File: config.mk
export PLATFORM = sky130hd
export DESIGN_NAME = mem_copy_engine
export DESIGN_NICKNAME = d
export VERILOG_FILES = /design/src/rtl/mem_copy_engine.sv
export SDC_FILE = /design/constraint.sdc
export NUM_CORES = 1
export LEC_CHECK = 0
export CORE_ASPECT_RATIO = 1.1
export CORE_MARGIN = 2
export CORE_UTILIZATION = 65
export CTS_BUF_LIST = sky130_fd_sc_hd__clkbuf_16
export CTS_CLUSTER_SIZE = 28
export DETAILED_ROUTE_END_ITERATION = 7
export PLACE_DENSITY = 0.91
export SYNTH_ARGS = -nofsm -noshare
export SYNTH_HDL_FRONTEND = slang
export SYNTH_SLANG_ARGS = --single-unit
File: constraint.sdc
create_clock -name clk -period 5.2 [get_ports clk]
set_input_delay 1.04 -clock clk [delete_from_list [all_inputs] [get_ports clk]]
set_output_delay 1.04 -clock clk [all_outputs]
set_load 0.02 [all_outputs]
File: src/rtl/mem_copy_engine.sv
// Source-to-destination word copy through a small backpressured FIFO, with
// optional reversal and saturating bias add; destination is read out sequentially.
module mem_copy_engine #(
  parameter  int DATA_W     = 8,
  parameter  int DEPTH      = 16,
  parameter  int FIFO_DEPTH = 4,
  localparam int ADDR_W     = $clog2(DEPTH)
) (
  input  logic              clk,
  input  logic              rst,
  input  logic              wr_en,
  input  logic [DATA_W-1:0] wr_data,
  input  logic              start,
  input  logic [ADDR_W:0]   len,
  input  logic [1:0]        mode,
  input  logic [DATA_W-1:0] bias,
  input  logic              hold,
  input  logic              rd_en,
  output logic [DATA_W-1:0] rd_data,
  output logic              rd_valid,
  output logic              busy,
  output logic              done,
  output logic              load_full,
  output logic              err
);
  localparam int FAW = $clog2(FIFO_DEPTH);
  localparam logic [ADDR_W:0] DEPTH_L = (ADDR_W+1)'(DEPTH);
  localparam logic [ADDR_W:0] ONE_L   = (ADDR_W+1)'(1);

  typedef enum logic [1:0] {IDLE, RUN, FLUSH, DONE} state_t;

  logic [DATA_W-1:0] src_mem  [DEPTH];
  logic [DATA_W-1:0] dst_mem  [DEPTH];
  logic [DATA_W-1:0] fifo_mem [FIFO_DEPTH];

  state_t            state;
  logic [ADDR_W:0]   wr_ptr, len_q, rd_cnt, last_len;
  logic [ADDR_W-1:0] rd_ptr, dst_ptr;
  logic [1:0]        mode_q;
  logic [DATA_W-1:0] bias_q, src_q;
  logic              src_vld;
  logic [FAW-1:0]    f_wp, f_rp;
  logic [FAW:0]      fifo_cnt;

  logic              src_we, issue, push, pop;
  logic [ADDR_W-1:0] src_addr;
  logic [ADDR_W:0]   start_len;
  logic [DATA_W:0]   sum;
  logic [DATA_W-1:0] head, wdata;

  assign load_full = (wr_ptr == DEPTH_L);
  assign src_we    = wr_en && (state == IDLE) && !start && !load_full;
  assign start_len = (len == '0 || len > DEPTH_L) ? DEPTH_L : len;

  // In-flight read counts against FIFO space so a push can never find it full.
  assign issue    = (state == RUN) &&
                    ((fifo_cnt + (FAW+1)'(src_vld)) < (FAW+1)'(FIFO_DEPTH));
  assign src_addr = mode_q[0] ? ADDR_W'(len_q - ONE_L - rd_cnt) : ADDR_W'(rd_cnt);
  assign push     = src_vld;
  assign pop      = (fifo_cnt != '0) && !hold;

  assign head  = fifo_mem[f_rp];
  assign sum   = {1'b0, head} + {1'b0, bias_q};
  assign wdata = !mode_q[1] ? head : (sum[DATA_W] ? '1 : sum[DATA_W-1:0]);

  // Storage arrays carry no reset.
  always_ff @(posedge clk) begin
    if (src_we) src_mem[wr_ptr[ADDR_W-1:0]] <= wr_data;
    if (issue)  src_q <= src_mem[src_addr];
    if (push)   fifo_mem[f_wp] <= src_q;
    if (pop && !rst) dst_mem[dst_ptr] <= wdata;
  end

  always_ff @(posedge clk) begin
    if (rst) begin
      state    <= IDLE;
      busy     <= 1'b0;
      done     <= 1'b0;
      err      <= 1'b0;
      rd_data  <= '0;
      rd_valid <= 1'b0;
      wr_ptr   <= '0;
      rd_ptr   <= '0;
      last_len <= DEPTH_L;
      len_q    <= DEPTH_L;
      mode_q   <= '0;
      bias_q   <= '0;
      rd_cnt   <= '0;
      dst_ptr  <= '0;
      src_vld  <= 1'b0;
      f_wp     <= '0;
      f_rp     <= '0;
      fifo_cnt <= '0;
    end else begin
      if (src_we) wr_ptr <= wr_ptr + ONE_L;
      if ((start || wr_en) && state != IDLE) err <= 1'b1;
      if (start && wr_en && state == IDLE)   err <= 1'b1;

      src_vld <= issue;
      if (issue) rd_cnt <= rd_cnt + ONE_L;
      if (push)  f_wp <= f_wp + FAW'(1);
      if (pop) begin
        f_rp    <= f_rp + FAW'(1);
        dst_ptr <= dst_ptr + ADDR_W'(1);
      end
      case ({push, pop})
        2'b10:   fifo_cnt <= fifo_cnt + (FAW+1)'(1);
        2'b01:   fifo_cnt <= fifo_cnt - (FAW+1)'(1);
        default: fifo_cnt <= fifo_cnt;
      endcase

      rd_valid <= 1'b0;
      if (state == IDLE && rd_en) begin
        rd_data  <= dst_mem[rd_ptr];
        rd_valid <= 1'b1;
        rd_ptr   <= ({1'b0, rd_ptr} == last_len - ONE_L) ? '0 : rd_ptr + ADDR_W'(1);
      end

      case (state)
        IDLE: if (start) begin
          state   <= RUN;
          busy    <= 1'b1;
          len_q   <= start_len;
          mode_q  <= mode;
          bias_q  <= bias;
          rd_cnt  <= '0;
          dst_ptr <= '0;
          rd_ptr  <= '0;
        end
        RUN:   if (issue && rd_cnt == len_q - ONE_L) state <= FLUSH;
        FLUSH: if (fifo_cnt == '0 && !src_vld) begin
          state <= DONE;
          done  <= 1'b1;
        end
        DONE: begin
          state    <= IDLE;
          busy     <= 1'b0;
          done     <= 1'b0;
          wr_ptr   <= '0;
          last_len <= len_q;
        end
        default: state <= IDLE;
      endcase
    end
  end
endmodule

==> impl_metrics.prom, run 1 <==
# TYPE chip_impl_metric gauge
chip_impl_metric{name="synthesis.yosys.warnings",unit=""} 0
chip_impl_metric{name="tightest_slew",unit="ns"} 1.293
chip_impl_info{name="synth_flop_cell",value="sky130_fd_sc_hd__edfxtp_1"} 1
chip_impl_info{name="critPathCapture",value="dst_mem[7][2]"} 1
chip_impl_metric{name="synth-seq-cells",unit=""} 358
chip_impl_info{name="most_common_cell_after_layout_fill_and_taps_aside",value="sky130_fd_sc_hd__edfxtp_1"} 1
chip_impl_metric{name="fin_worst_hold_slack",unit="ns"} 0.4731
chip_impl_metric{name="vdd_drop_max",unit="V"} 0.0003210
chip_impl_metric{name="total_leakage_power",unit="nW"} 5.509
chip_impl_metric{name="achievable-frequency",unit="MHz"} 244.4
chip_impl_metric{name="route.antenna.remaining_nets",unit=""} 0
chip_impl_info{name="grt_busiest_layer",value="met2"} 1
chip_impl_metric{name="grt-ovfl-total",unit=""} 0
chip_impl_metric{name="via_per_inst",unit=""} 6.623
chip_impl_metric{name="postSynthAreaPerCell",unit="sq um"} 16.92
chip_impl_metric{name="timing.final.crit_share",unit="%"} 78.67
chip_impl_metric{name="powerDensity",unit="nW/um^2"} 474.5
chip_impl_metric{name="clk-insertion-delay-late",unit="ns"} 0.52
chip_impl_info{name="outcome",value="finished, final reports clean"} 1
chip_impl_info{name="layout_common_cells",value="296 x sky130_fd_sc_hd__edfxtp_1, 74 x sky130_fd_sc_hd__nor2_1, 63 x sky130_fd_sc_hd__nand2_1"} 1
chip_impl_metric{name="drive_above_1_share",unit="%"} 13.31
chip_impl_metric{name="num_vias",unit=""} 8226
chip_impl_metric{name="placementRows",unit=""} 57
chip_impl_metric{name="fp.coreArea",unit="sq um"} 22180
chip_impl_metric{name="grt_first_pass_wirelength",unit="mm"} 50.19
chip_impl_metric{name="crit_required",unit="ns"} 5.36
chip_impl_info{name="worst_setup_path_start_kind",value="register"} 1
chip_impl_metric{name="initial_utilization",unit="%"} 66.58
chip_impl_metric{name="post_route_minimum_period",unit="ns"} 4.091
chip_impl_metric{name="place_worst_setup_slack",unit="ns"} 1.366
chip_impl_metric{name="finalHoldViolations",unit=""} 0
chip_impl_metric{name="detailed_place_hpwl",unit="mm"} 19.19
chip_impl_metric{name="synthCells",unit=""} 873
chip_impl_info{name="tritoncts_clock_tree",value="built"} 1
chip_impl_metric{name="globalRouteTotalUtil",unit="%"} 28.37
chip_impl_metric{name="unique_masters_post_synth",unit=""} 52
chip_impl_metric{name="hold_buffers",unit=""} 0
chip_impl_metric{name="numPortBuffers",unit=""} 41
chip_impl_metric{name="firstDrtPassIters",unit=""} 7
chip_impl_metric{name="fin_nets",unit=""} 985
chip_impl_metric{name="grt_pass1_vias",unit=""} 8445
chip_impl_metric{name="final_worst_setup_slack",unit="ns"} 1.109
chip_impl_metric{name="cts-buffers-inserted",unit=""} 35
chip_impl_metric{name="max_cap_violations",unit=""} 0
chip_impl_metric{name="final_skew",unit="ns"} 0.02403
chip_impl_metric{name="chipWidth",unit="um"} 147.7
chip_impl_metric{name="mappedNetlistNets",unit=""} 938
chip_impl_info{name="rsz0062_at_grt",value="false"} 1
chip_impl_metric{name="routed_wire_length",unit="mm"} 33.25
chip_impl_metric{name="clock_tree.buffer_depth",unit=""} 3
chip_impl_metric{name="dieArea",unit="sq um"} 23940
chip_impl_metric{name="ios",unit=""} 42
chip_impl_metric{name="critical_path_arrival",unit="ns"} 4.25
chip_impl_metric{name="cts_setup_buffers",unit=""} 0
chip_impl_metric{name="global_route.usage.met1",unit="%"} 34.86
chip_impl_metric{name="post_cts_resized",unit=""} 0
chip_impl_metric{name="timing.slew.headroom",unit="%"} 13.49
chip_impl_metric{name="synth.yosys.seq_area_share",unit="%"} 68.59
chip_impl_info{name="reg2reg_capture_point",value="dst_mem[7][2]"} 1
chip_impl_metric{name="fin_tns_setup",unit="ns"} 0
chip_impl_metric{name="gr-usage-met2",unit="%"} 50.30
chip_impl_metric{name="antenna_found_initial",unit=""} 0
chip_impl_metric{name="layout.filler_cells",unit=""} 1192
chip_impl_metric{name="register_to_register_setup_slack",unit="ns"} 1.11
chip_impl_metric{name="synth.cell_area",unit="sq um"} 14770
chip_impl_info{name="crit_type",value="reg2reg"} 1
chip_impl_metric{name="chip_height",unit="um"} 162.1
chip_impl_metric{name="placedCellCount",unit=""} 1178
chip_impl_metric{name="grt_max_degree",unit=""} 45
chip_impl_metric{name="synth_edf_count",unit=""} 296
chip_impl_info{name="end_kind",value="register"} 1
chip_impl_info{name="hp-class",value="reg2reg"} 1
chip_impl_metric{name="crit_path_max_fanout",unit=""} 16
chip_impl_metric{name="clkSinkCount",unit=""} 358
chip_impl_metric{name="cts.htree.levels",unit=""} 2
chip_impl_metric{name="setup_viol_count_final",unit=""} 0
chip_impl_metric{name="area_growth_syn_to_layout",unit="%"} 11.67
chip_impl_metric{name="worst_reg_to_reg_cells",unit=""} 8
chip_impl_metric{name="ys_async_sr_fraction",unit="%"} 0
chip_impl_metric{name="non_filler_cells_in_the_finished_layout",unit=""} 1242
chip_impl_info{name="clk_root_buffer_cell",value="sky130_fd_sc_hd__clkbuf_16"} 1
chip_impl_metric{name="remaining_drc_errors",unit=""} 0
chip_impl_metric{name="globalplace.congestion",unit=""} 0.8151
chip_impl_metric{name="met3_capacity_usage_during_global_routing",unit="%"} 4.972
chip_impl_metric{name="antenna_cells",unit=""} 0
chip_impl_metric{name="avgRoutedWirePerCell",unit="um"} 26.77
chip_impl_metric{name="drt_first_iter_violations",unit=""} 993
chip_impl_metric{name="worst_setup_hold_path_clk_slew",unit="ns"} 0.06
chip_impl_metric{name="timing_max_transition_violations_final",unit=""} 0
## Yosys cell counts (6+ instances only)
cell type	instances	area [sq um]
sky130_fd_sc_hd__mux4_1	21	551.8
sky130_fd_sc_hd__buf_2	11	55.05
sky130_fd_sc_hd__o21ai_0	6	30.03
sky130_fd_sc_hd__a21oi_1	38	190.2
sky130_fd_sc_hd__nand3b_1	7	52.55
sky130_fd_sc_hd__nand4_1	6	37.54
sky130_fd_sc_hd__xor2_1	19	166.4
sky130_fd_sc_hd__nor2_1	74	277.8
sky130_fd_sc_hd__nor3_1	18	90.09
sky130_fd_sc_hd__mux2i_1	29	290.3
sky130_fd_sc_hd__and2_1	6	37.54
sky130_fd_sc_hd__dfxtp_1	62	1241
sky130_fd_sc_hd__nand2_1	63	236.5
sky130_fd_sc_hd__edfxtp_1	296	8889
sky130_fd_sc_hd__o22a_1	7	61.31
sky130_fd_sc_hd__clkbuf_1	15	56.30
sky130_fd_sc_hd__ha_1	33	412.9
sky130_fd_sc_hd__inv_1	25	93.84
sky130_fd_sc_hd__mux4_2	59	1329
sky130_fd_sc_hd__xnor2_1	15	131.4
## layer usage
layer	wire (um)	share of wire, %
met1	11630	35
met2	17470	53
met3	2741	8.2
met4	1411	4.2
met5	0	0
## per-stage QoR
stage / total power [mW] / util, % / instance area, sq um
6_report: 7.825 / 74.35 / 16490
5_1_grt: 8.079 / 74.35 / 16490
4_1_cts: 7.813 / 74.33 / 16490
3_5_place_dp: 5.368 / 69.43 / 15400
3_3_place_gp: 5.276 / 69.43 / 15400
2_1_floorplan: 4.897 / - / 14770
## how the worst min path moves through the flow
| stage | from | endpoint | slack [ns] | cells past startpoint |
|---|---|---|---|---|
| floorplan | bias_q[0] | bias_q[0] | 0.44 | 2 |
| global placement | rd_data[2] | rd_data[2] | 0.44 | 2 |
| detailed placement | rd_data[2] | rd_data[2] | 0.45 | 2 |
| CTS | rd_data[7] | rd_data[7] | 0.47 | 2 |
| global route | rd_data[4] | rd_data[4] | 0.50 | 2 |
| finish | rd_data[7] | rd_data[7] | 0.47 | 2 |
## registers in the layout, indices dropped and copies added (netlist names), 2 cells and up, named ones only
register,flops
src_mem,128
fifo_cnt,3
f_rp,2
fifo_mem,32
mode_q,2
rd_cnt,5
len_q,5
dst_mem,128
state,2
rd_data,8
rd_ptr,4
bias_q,8
f_wp,2
src_q,8
wr_ptr,5
last_len,5
dst_ptr,4
## cell families (layout without fill, tap and decap cells)
| kind of cell | Yosys count | count (layout) | share of synthesized area [%] |
|---|---|---|---|
| DFF | 358 | 358 | 68.59 |
| and+or+nand+nor | 196 | 196 | 5.931 |
| muxes | 110 | 110 | 14.79 |
| AOI/OAI and AO/OA | 76 | 76 | 3.414 |
| buffers and inverters | 63 | 137 | 2.050 |
| adders and majority gates | 36 | 36 | 3.203 |
| xor gates and xnor gates | 34 | 34 | 2.016 |
## worst max-delay path: stages (launching register included)
cell	delay, ns
sky130_fd_sc_hd__dfxtp_1	0.69
sky130_fd_sc_hd__mux4_2	0.63
sky130_fd_sc_hd__ha_1	0.25
sky130_fd_sc_hd__fa_1	0.43
sky130_fd_sc_hd__a21o_1	0.20
sky130_fd_sc_hd__a21oi_1	0.34
sky130_fd_sc_hd__o21ai_0	0.22
sky130_fd_sc_hd__a311o_1	0.51
sky130_fd_sc_hd__o22a_1	0.46
## area by class of cell
cell class              count  area (sq um)  area share, %
flip-flops and latches    358         10130          61.44
well taps                 295         369.1          2.238
repair buffers             48         457.9          2.777
clock buffers              36         900.9          5.463
multi-input cells         452          4352          26.39
inverters                  25         93.84         0.5690
clock inverters            28         185.2          1.123
## power by group
| part | total, mW | switching, mW | internal, mW |
|---|---|---|---|
| registers | 3.65 | 0.185 | 3.46 |
| clock network | 2.41 | 1.05 | 1.36 |
| logic | 1.77 | 1.02 | 0.745 |
Power figures use the tool's default switching activity.
==> run 2, diff against run 1 <==
--- a/config.mk
+++ b/config.mk
@@ -7,11 +7,11 @@
 export LEC_CHECK = 0
 export CORE_ASPECT_RATIO = 1.1
 export CORE_MARGIN = 2
-export CORE_UTILIZATION = 65
+export CORE_UTILIZATION = 55
 export CTS_BUF_LIST = sky130_fd_sc_hd__clkbuf_16
 export CTS_CLUSTER_SIZE = 28
 export DETAILED_ROUTE_END_ITERATION = 7
-export PLACE_DENSITY = 0.91
+export PLACE_DENSITY = 0.83
 export SYNTH_ARGS = -nofsm -noshare
 export SYNTH_HDL_FRONTEND = slang
 export SYNTH_SLANG_ARGS = --single-unit
==> constraint.sdc (replaced) <==
create_clock -name clk -period 3.4 [get_ports clk]
set_input_delay 0.68 -clock clk [delete_from_list [all_inputs] [get_ports clk]]
set_output_delay 0.68 -clock clk [all_outputs]
set_load 0.02 [all_outputs]
==> run 2 against run 1 <==
Effect of this change: clock skew decreased by 0.0095 ns; count of clock-buffer cells in the layout grew 1; utilization is 9.7 points lower; via count is 4.1% lower; largest cell class unchanged; total power increased by 53%; first-iteration DRC count is 32% lower; die area grew 18%.
==> impl_metrics.prom, run 2 (synthesized netlist as in run 1, its figures left out) <==
# TYPE chip_impl_metric gauge
chip_impl_metric{name="grt_max_degree",unit=""} 37
chip_impl_metric{name="route.antenna.remaining_nets",unit=""} 0
chip_impl_metric{name="worst_reg_to_reg_cells",unit=""} 8
chip_impl_metric{name="tightest_slew",unit="ns"} 0.8043
chip_impl_metric{name="fp.coreArea",unit="sq um"} 26220
chip_impl_metric{name="grt-ovfl-total",unit=""} 0
chip_impl_metric{name="finalHoldViolations",unit=""} 0
chip_impl_metric{name="setup_viol_count_final",unit=""} 0
chip_impl_metric{name="final_worst_setup_slack",unit="ns"} 0.1439
chip_impl_metric{name="via_per_inst",unit=""} 5.871
chip_impl_info{name="most_common_cell_after_layout_fill_and_taps_aside",value="sky130_fd_sc_hd__edfxtp_1"} 1
chip_impl_metric{name="cts-buffers-inserted",unit=""} 36
chip_impl_metric{name="clk-insertion-delay-late",unit="ns"} 0.51
chip_impl_info{name="end_kind",value="register"} 1
chip_impl_info{name="hp-class",value="reg2reg"} 1
chip_impl_metric{name="area_growth_syn_to_layout",unit="%"} 14.83
chip_impl_metric{name="remaining_drc_errors",unit=""} 0
chip_impl_info{name="crit_chain",value="buf_4, mux4_2, fa_1, a21o_1, a21oi_1, o21ai_0, a311o_1, o22a_2"} 1
chip_impl_metric{name="num_vias",unit=""} 7885
chip_impl_metric{name="powerDensity",unit="nW/um^2"} 707.7
chip_impl_metric{name="cts.htree.levels",unit=""} 2
chip_impl_metric{name="post_route_minimum_period",unit="ns"} 3.256
chip_impl_metric{name="fin_nets",unit=""} 1028
chip_impl_metric{name="globalRouteTotalUtil",unit="%"} 21.92
chip_impl_info{name="hp-start",value="rd_data[5]"} 1
chip_impl_metric{name="vdd_drop_max",unit="V"} 0.0005391
chip_impl_metric{name="postLayoutCoreUtil",unit="%"} 64.67
chip_impl_metric{name="crit_required",unit="ns"} 3.60
chip_impl_metric{name="antenna_found_initial",unit=""} 0
chip_impl_metric{name="clkSinkCount",unit=""} 358
chip_impl_metric{name="timing_max_transition_violations_final",unit=""} 0
chip_impl_metric{name="critical_path_arrival",unit="ns"} 3.46
chip_impl_metric{name="firstDrtPassIters",unit=""} 5
chip_impl_metric{name="antenna_cells",unit=""} 0
chip_impl_metric{name="routed_wire_length",unit="mm"} 30.22
chip_impl_metric{name="timing.final.crit_share",unit="%"} 95.77
chip_impl_metric{name="grt_pass1_vias",unit=""} 7994
chip_impl_metric{name="total_leakage_power",unit="nW"} 5.765
chip_impl_metric{name="place_worst_setup_slack",unit="ns"} 0.06343
chip_impl_metric{name="achievable-frequency",unit="MHz"} 307.1
chip_impl_metric{name="chipWidth",unit="um"} 160.2
chip_impl_metric{name="numPortBuffers",unit=""} 41
chip_impl_metric{name="placedCellCount",unit=""} 1277
chip_impl_metric{name="drive_above_1_share",unit="%"} 17.66
chip_impl_metric{name="initial_utilization",unit="%"} 56.32
chip_impl_info{name="tritoncts_clock_tree",value="built"} 1
chip_impl_metric{name="dieArea",unit="sq um"} 28180
chip_impl_info{name="outcome",value="finished, final reports clean"} 1
chip_impl_metric{name="detailed_place_hpwl",unit="mm"} 19.50
chip_impl_info{name="crit_type",value="reg2reg"} 1
chip_impl_metric{name="hold_buffers",unit=""} 0
chip_impl_metric{name="clock_tree.buffer_depth",unit=""} 3
chip_impl_metric{name="worst_setup_hold_path_clk_slew",unit="ns"} 0.06
chip_impl_info{name="worst_path_max_delay_cell",value="sky130_fd_sc_hd__mux4_2"} 1
chip_impl_metric{name="chip_height",unit="um"} 175.9
chip_impl_metric{name="max_cap_violations",unit=""} 0
chip_impl_metric{name="drt_first_iter_violations",unit=""} 676
chip_impl_metric{name="placementRows",unit=""} 62
chip_impl_metric{name="crit_path_max_fanout",unit=""} 16
chip_impl_metric{name="globalplace.congestion",unit=""} 0.7896
chip_impl_metric{name="avgRoutedWirePerCell",unit="um"} 22.50
chip_impl_metric{name="min_path_cells",unit=""} 2
chip_impl_info{name="worst_setup_path_start_kind",value="register"} 1
chip_impl_info{name="layout_common_cells",value="296 x sky130_fd_sc_hd__edfxtp_1, 74 x sky130_fd_sc_hd__nor2_1, 63 x sky130_fd_sc_hd__nand2_1"} 1
chip_impl_info{name="rsz0062_at_grt",value="true"} 1
chip_impl_metric{name="timing.slew.headroom",unit="%"} 46.31
chip_impl_metric{name="slowest_delay",unit="ns"} 0.58
chip_impl_metric{name="cts_setup_buffers",unit=""} 0
chip_impl_info{name="clk_root_buffer_cell",value="sky130_fd_sc_hd__clkbuf_16"} 1
chip_impl_metric{name="ios",unit=""} 42
chip_impl_metric{name="non_filler_cells_in_the_finished_layout",unit=""} 1343
chip_impl_metric{name="grt_first_pass_wirelength",unit="mm"} 46.48
chip_impl_metric{name="final_skew",unit="ns"} 0.01454
run 2: stage by stage:
| stage | instance area [sq um] | TNS, ns | hold WS (ns) | total power, mW |
|---|---|---|---|---|
| 3_3_place_gp | 15810 | 0 | 0.4450 | 8.190 |
| 2_1_floorplan | 14770 | 0 | 0.4406 | 7.490 |
| 3_5_place_dp | 15810 | 0 | 0.4474 | 8.285 |
| 4_1_cts | 16950 | 0 | 0.4555 | 12.07 |
| 6_report | 16960 | 0 | 0.4533 | 12.00 |
| 5_1_grt | 16960 | -1.880 | 0.4810 | 12.48 |
run 2: power by group:
part	internal (mW)	switching, mW	leakage [nW]	total [mW]
Combinational	1.20	1.51	1.99	2.71
Sequential	5.29	0.224	3.17	5.51
Clock	2.21	1.57	0.601	3.78
Total	8.70	3.31	5.77	12.0
run 2: worst paths after layout:
| check | end | slack [ns] |
|---|---|---|
| max | dst_mem[14][2] | 0.14 |
| min | rd_data[5] | 0.45 |
| max reg2reg | dst_mem[14][2] | 0.14 |
| min reg2reg | rd_data[5] | 0.45 |
run 2: metal layers:
layer / GRT usage, % / vias up / share of wire, %
met5: 0 / - / 0
met2: 39.77 / 320 / 52
met1: 27.71 / 3947 / 39
met4: 6.156 / 0 / 2.4
met3: 3.211 / 61 / 6.2
li1: - / 3557 / -
run 2: worst max-delay path: cells and delay by family (launching register included):
family                     cells  cell delay [ns]
DFF                            1             0.36
adders and majority gates      1             0.45
AOI/OAI and AO/OA              5             1.34
muxes                          1             0.58
buffers and inverters          1             0.21
run 2: area by class of cell:
type	count	area, sq um
clock buffers	37	925.9
clock inverters	29	212.7
fillers	1761	9263
inverters	25	93.84
multi-input cells	452	4355
flip-flops and latches	358	10130
well taps	352	440.4
repair buffers	90	798.3
run 2: what timing repair did:
item / 4_1_cts / 5_1_grt
hold endpoints to repair: 0 / 0
setup endpoints to repair: 0 / 112
gates resized for setup: 0 / 7
==> edit: new RTL, config.mk and constraints of run 2 <==
Encoding of `state_t`: now Gray code (2 bits for 4 states).
--- a/src/rtl/mem_copy_engine.sv
+++ b/src/rtl/mem_copy_engine.sv
@@ -29,3 +29,3 @@
 
-  typedef enum logic [1:0] {IDLE, RUN, FLUSH, DONE} state_t;
+  typedef enum logic [1:0] {IDLE = 2'b00, RUN = 2'b01, FLUSH = 2'b11, DONE = 2'b10} state_t;
 
Formal check against the unedited RTL: no difference found for any inputs over 4 cycles, from zero or initial values and one cycle with rst high; so few cycles prove little.
==> edit against run 2 <==
Hold slack better by 0.0028 ns; via count down 0.94%; core utilization down 0.48 points; design area decreased by 1.0%; synthesized area decreased by 0.67%; sequential cell count unchanged; setup slack improved by 0.0078 ns; routed wire length about the same; critical endpoint is now dst_mem[12][4]; highest routed layer unchanged.
Power is not compared: it rests on default switching activity, and its combinational part moved more than twofold at a synthesized area within 25%.
==> edit: results <==
[status]
outcome = "finished, final reports clean"

[grt]
antenna_found_initial = 0
grt_max_degree = 37
grt_pass1_vias = 7992
grt_util_all_layers_pct = 22.4
grt_pass1_wl_mm = 46.9

[worst_hold_path]
hold_path_class = "flip-flop to flip-flop"

[yosys]
syn_nets = 904
synth.avg_cell_area_sq_um = 17.4
yosysUniqueCellTypes = 57
synth_common_cells = "296 x edfxtp_1, 71 x nor2_1, 62 x dfxtp_1"
synthArstFlopShare_pct = 0
yosys-top-cells-area = "edfxtp_1 61%, mux4_2 9.2%, dfxtp_1 8.5%, mux4_1 3.6%, ha_1 2.5%"
synth-seq-area-share_pct = 69.1

[worst_setup_path]
slowest_stage = "mux4_2"
critPathCapture = "dst_mem[12][4]"
cp.arrival_ns = 3.46
path_max_fanout = 16

[placement]
place_inst = 1246
place_area_sq_um = 15700
gp_congestion = 0.841
hpwl_mm = 19.2

[route]
drt_iter0_drc = 724
drt-total-wl_mm = 30.2
vias = 7811

[cells_and_area]
fin_cells = 1313
drive_above_1_share_pct = 17.7
final_nets = 994
num_antenna_cells = 0

[clock_network]
cts_root_buf = "clkbuf_16"
cts-buffers-inserted = 37
clock_latency_ns = 0.53

[power_and_ir_drop]
power_leakage_uw = 0.00569

[timing]
tightest_slew_ns = 1.06
skew_ns = 0.0302
==> edit: cell count changes after synthesis, moves of 5 or more <==
cell	delta
o21ai_0	+5
nand2_1	-26
a21oi_1	-13
a22o_1	+11
clkbuf_1	-6
nor3_1	+6
nand3b_1	-5
==> edit: timing repair <==
item,4_1_cts,5_1_grt
hold buffers,0,0
endpoints found under the setup margin,0,112
resized for setup,0,7
==> edit: logic make-up (layout without fill, tap and decap cells) <==
logic type | count (synthesis) | after routing | synth area share (%)
and+or+nand+nor | 176 | 176 | 5.60
adders and majority gates | 32 | 32 | 2.88
muxes | 110 | 110 | 14.9
AOI/OAI and AO/OA | 74 | 74 | 3.53
buffers and inverters | 61 | 179 | 2.15
xor gates and xnor gates | 32 | 32 | 1.91
DFF | 358 | 358 | 69.1
==> edit: worst min-delay path by stage <==
stage / startpoint / endpoint / slack (ns) / cells past startpoint
floorplan: wr_ptr[4] / wr_ptr[4] / 0.45 / 2
global placement: rd_data[4] / rd_data[4] / 0.44 / 2
detailed placement: rd_data[2] / rd_data[2] / 0.45 / 2
CTS: rd_data[1] / rd_data[1] / 0.46 / 2
global route: rd_data[0] / rd_data[0] / 0.49 / 2
finish: rd_data[1] / rd_data[1] / 0.46 / 2
==> edit: worst register-to-register path: stages (launching register included) <==
cell     delay (ns)
dfxtp_1        0.37
buf_4          0.22
mux4_2         0.58
fa_1           0.45
a21o_1         0.18
a21oi_1        0.18
o21ai_0        0.13
a311o_1        0.44
o22a_2         0.37
==> edit: per-layer routing <==
layer	vias to the layer above	wire [um]	global-route usage (%)
met5	-	0	0
met4	0	701	6.93
met3	57	1580	3.61
met2	276	16400	41.0
met1	3988	11500	27.4
li1	3490	-	-
==> edit: metrics by stage <==
step           setup WS, ns  hold slack (ns)
2_1_floorplan         0.207            0.453
3_3_place_gp          0.200            0.444
3_5_place_dp          0.107            0.447
4_1_cts              0.0470            0.459
5_1_grt             0.00251            0.491
6_report              0.152            0.456
==> edit: power by group through the flow <==
stage | Combinational (uW) | Sequential (uW) | Clock (uW)
final | 1110 | 5080 | 3620
after global routing | 1230 | 5080 | 3850
after CTS | 1110 | 5080 | 3670
after detailed placement | 1100 | 5170 | 0
after global placement | 1060 | 5160 | 0
after floorplan | 773 | 5140 | 0
==> edit: cell type report <==
class                           count  area, sq um
Timing Repair Buffer               89          796
Multi-Input combinational cell    424         4240
Fill cell                        1747         9360
Sequential cell                   358        10100
Clock inverter                     30          159
Tap cell                          352          440
Clock buffer                       37          926
Inverter                           23         86.3
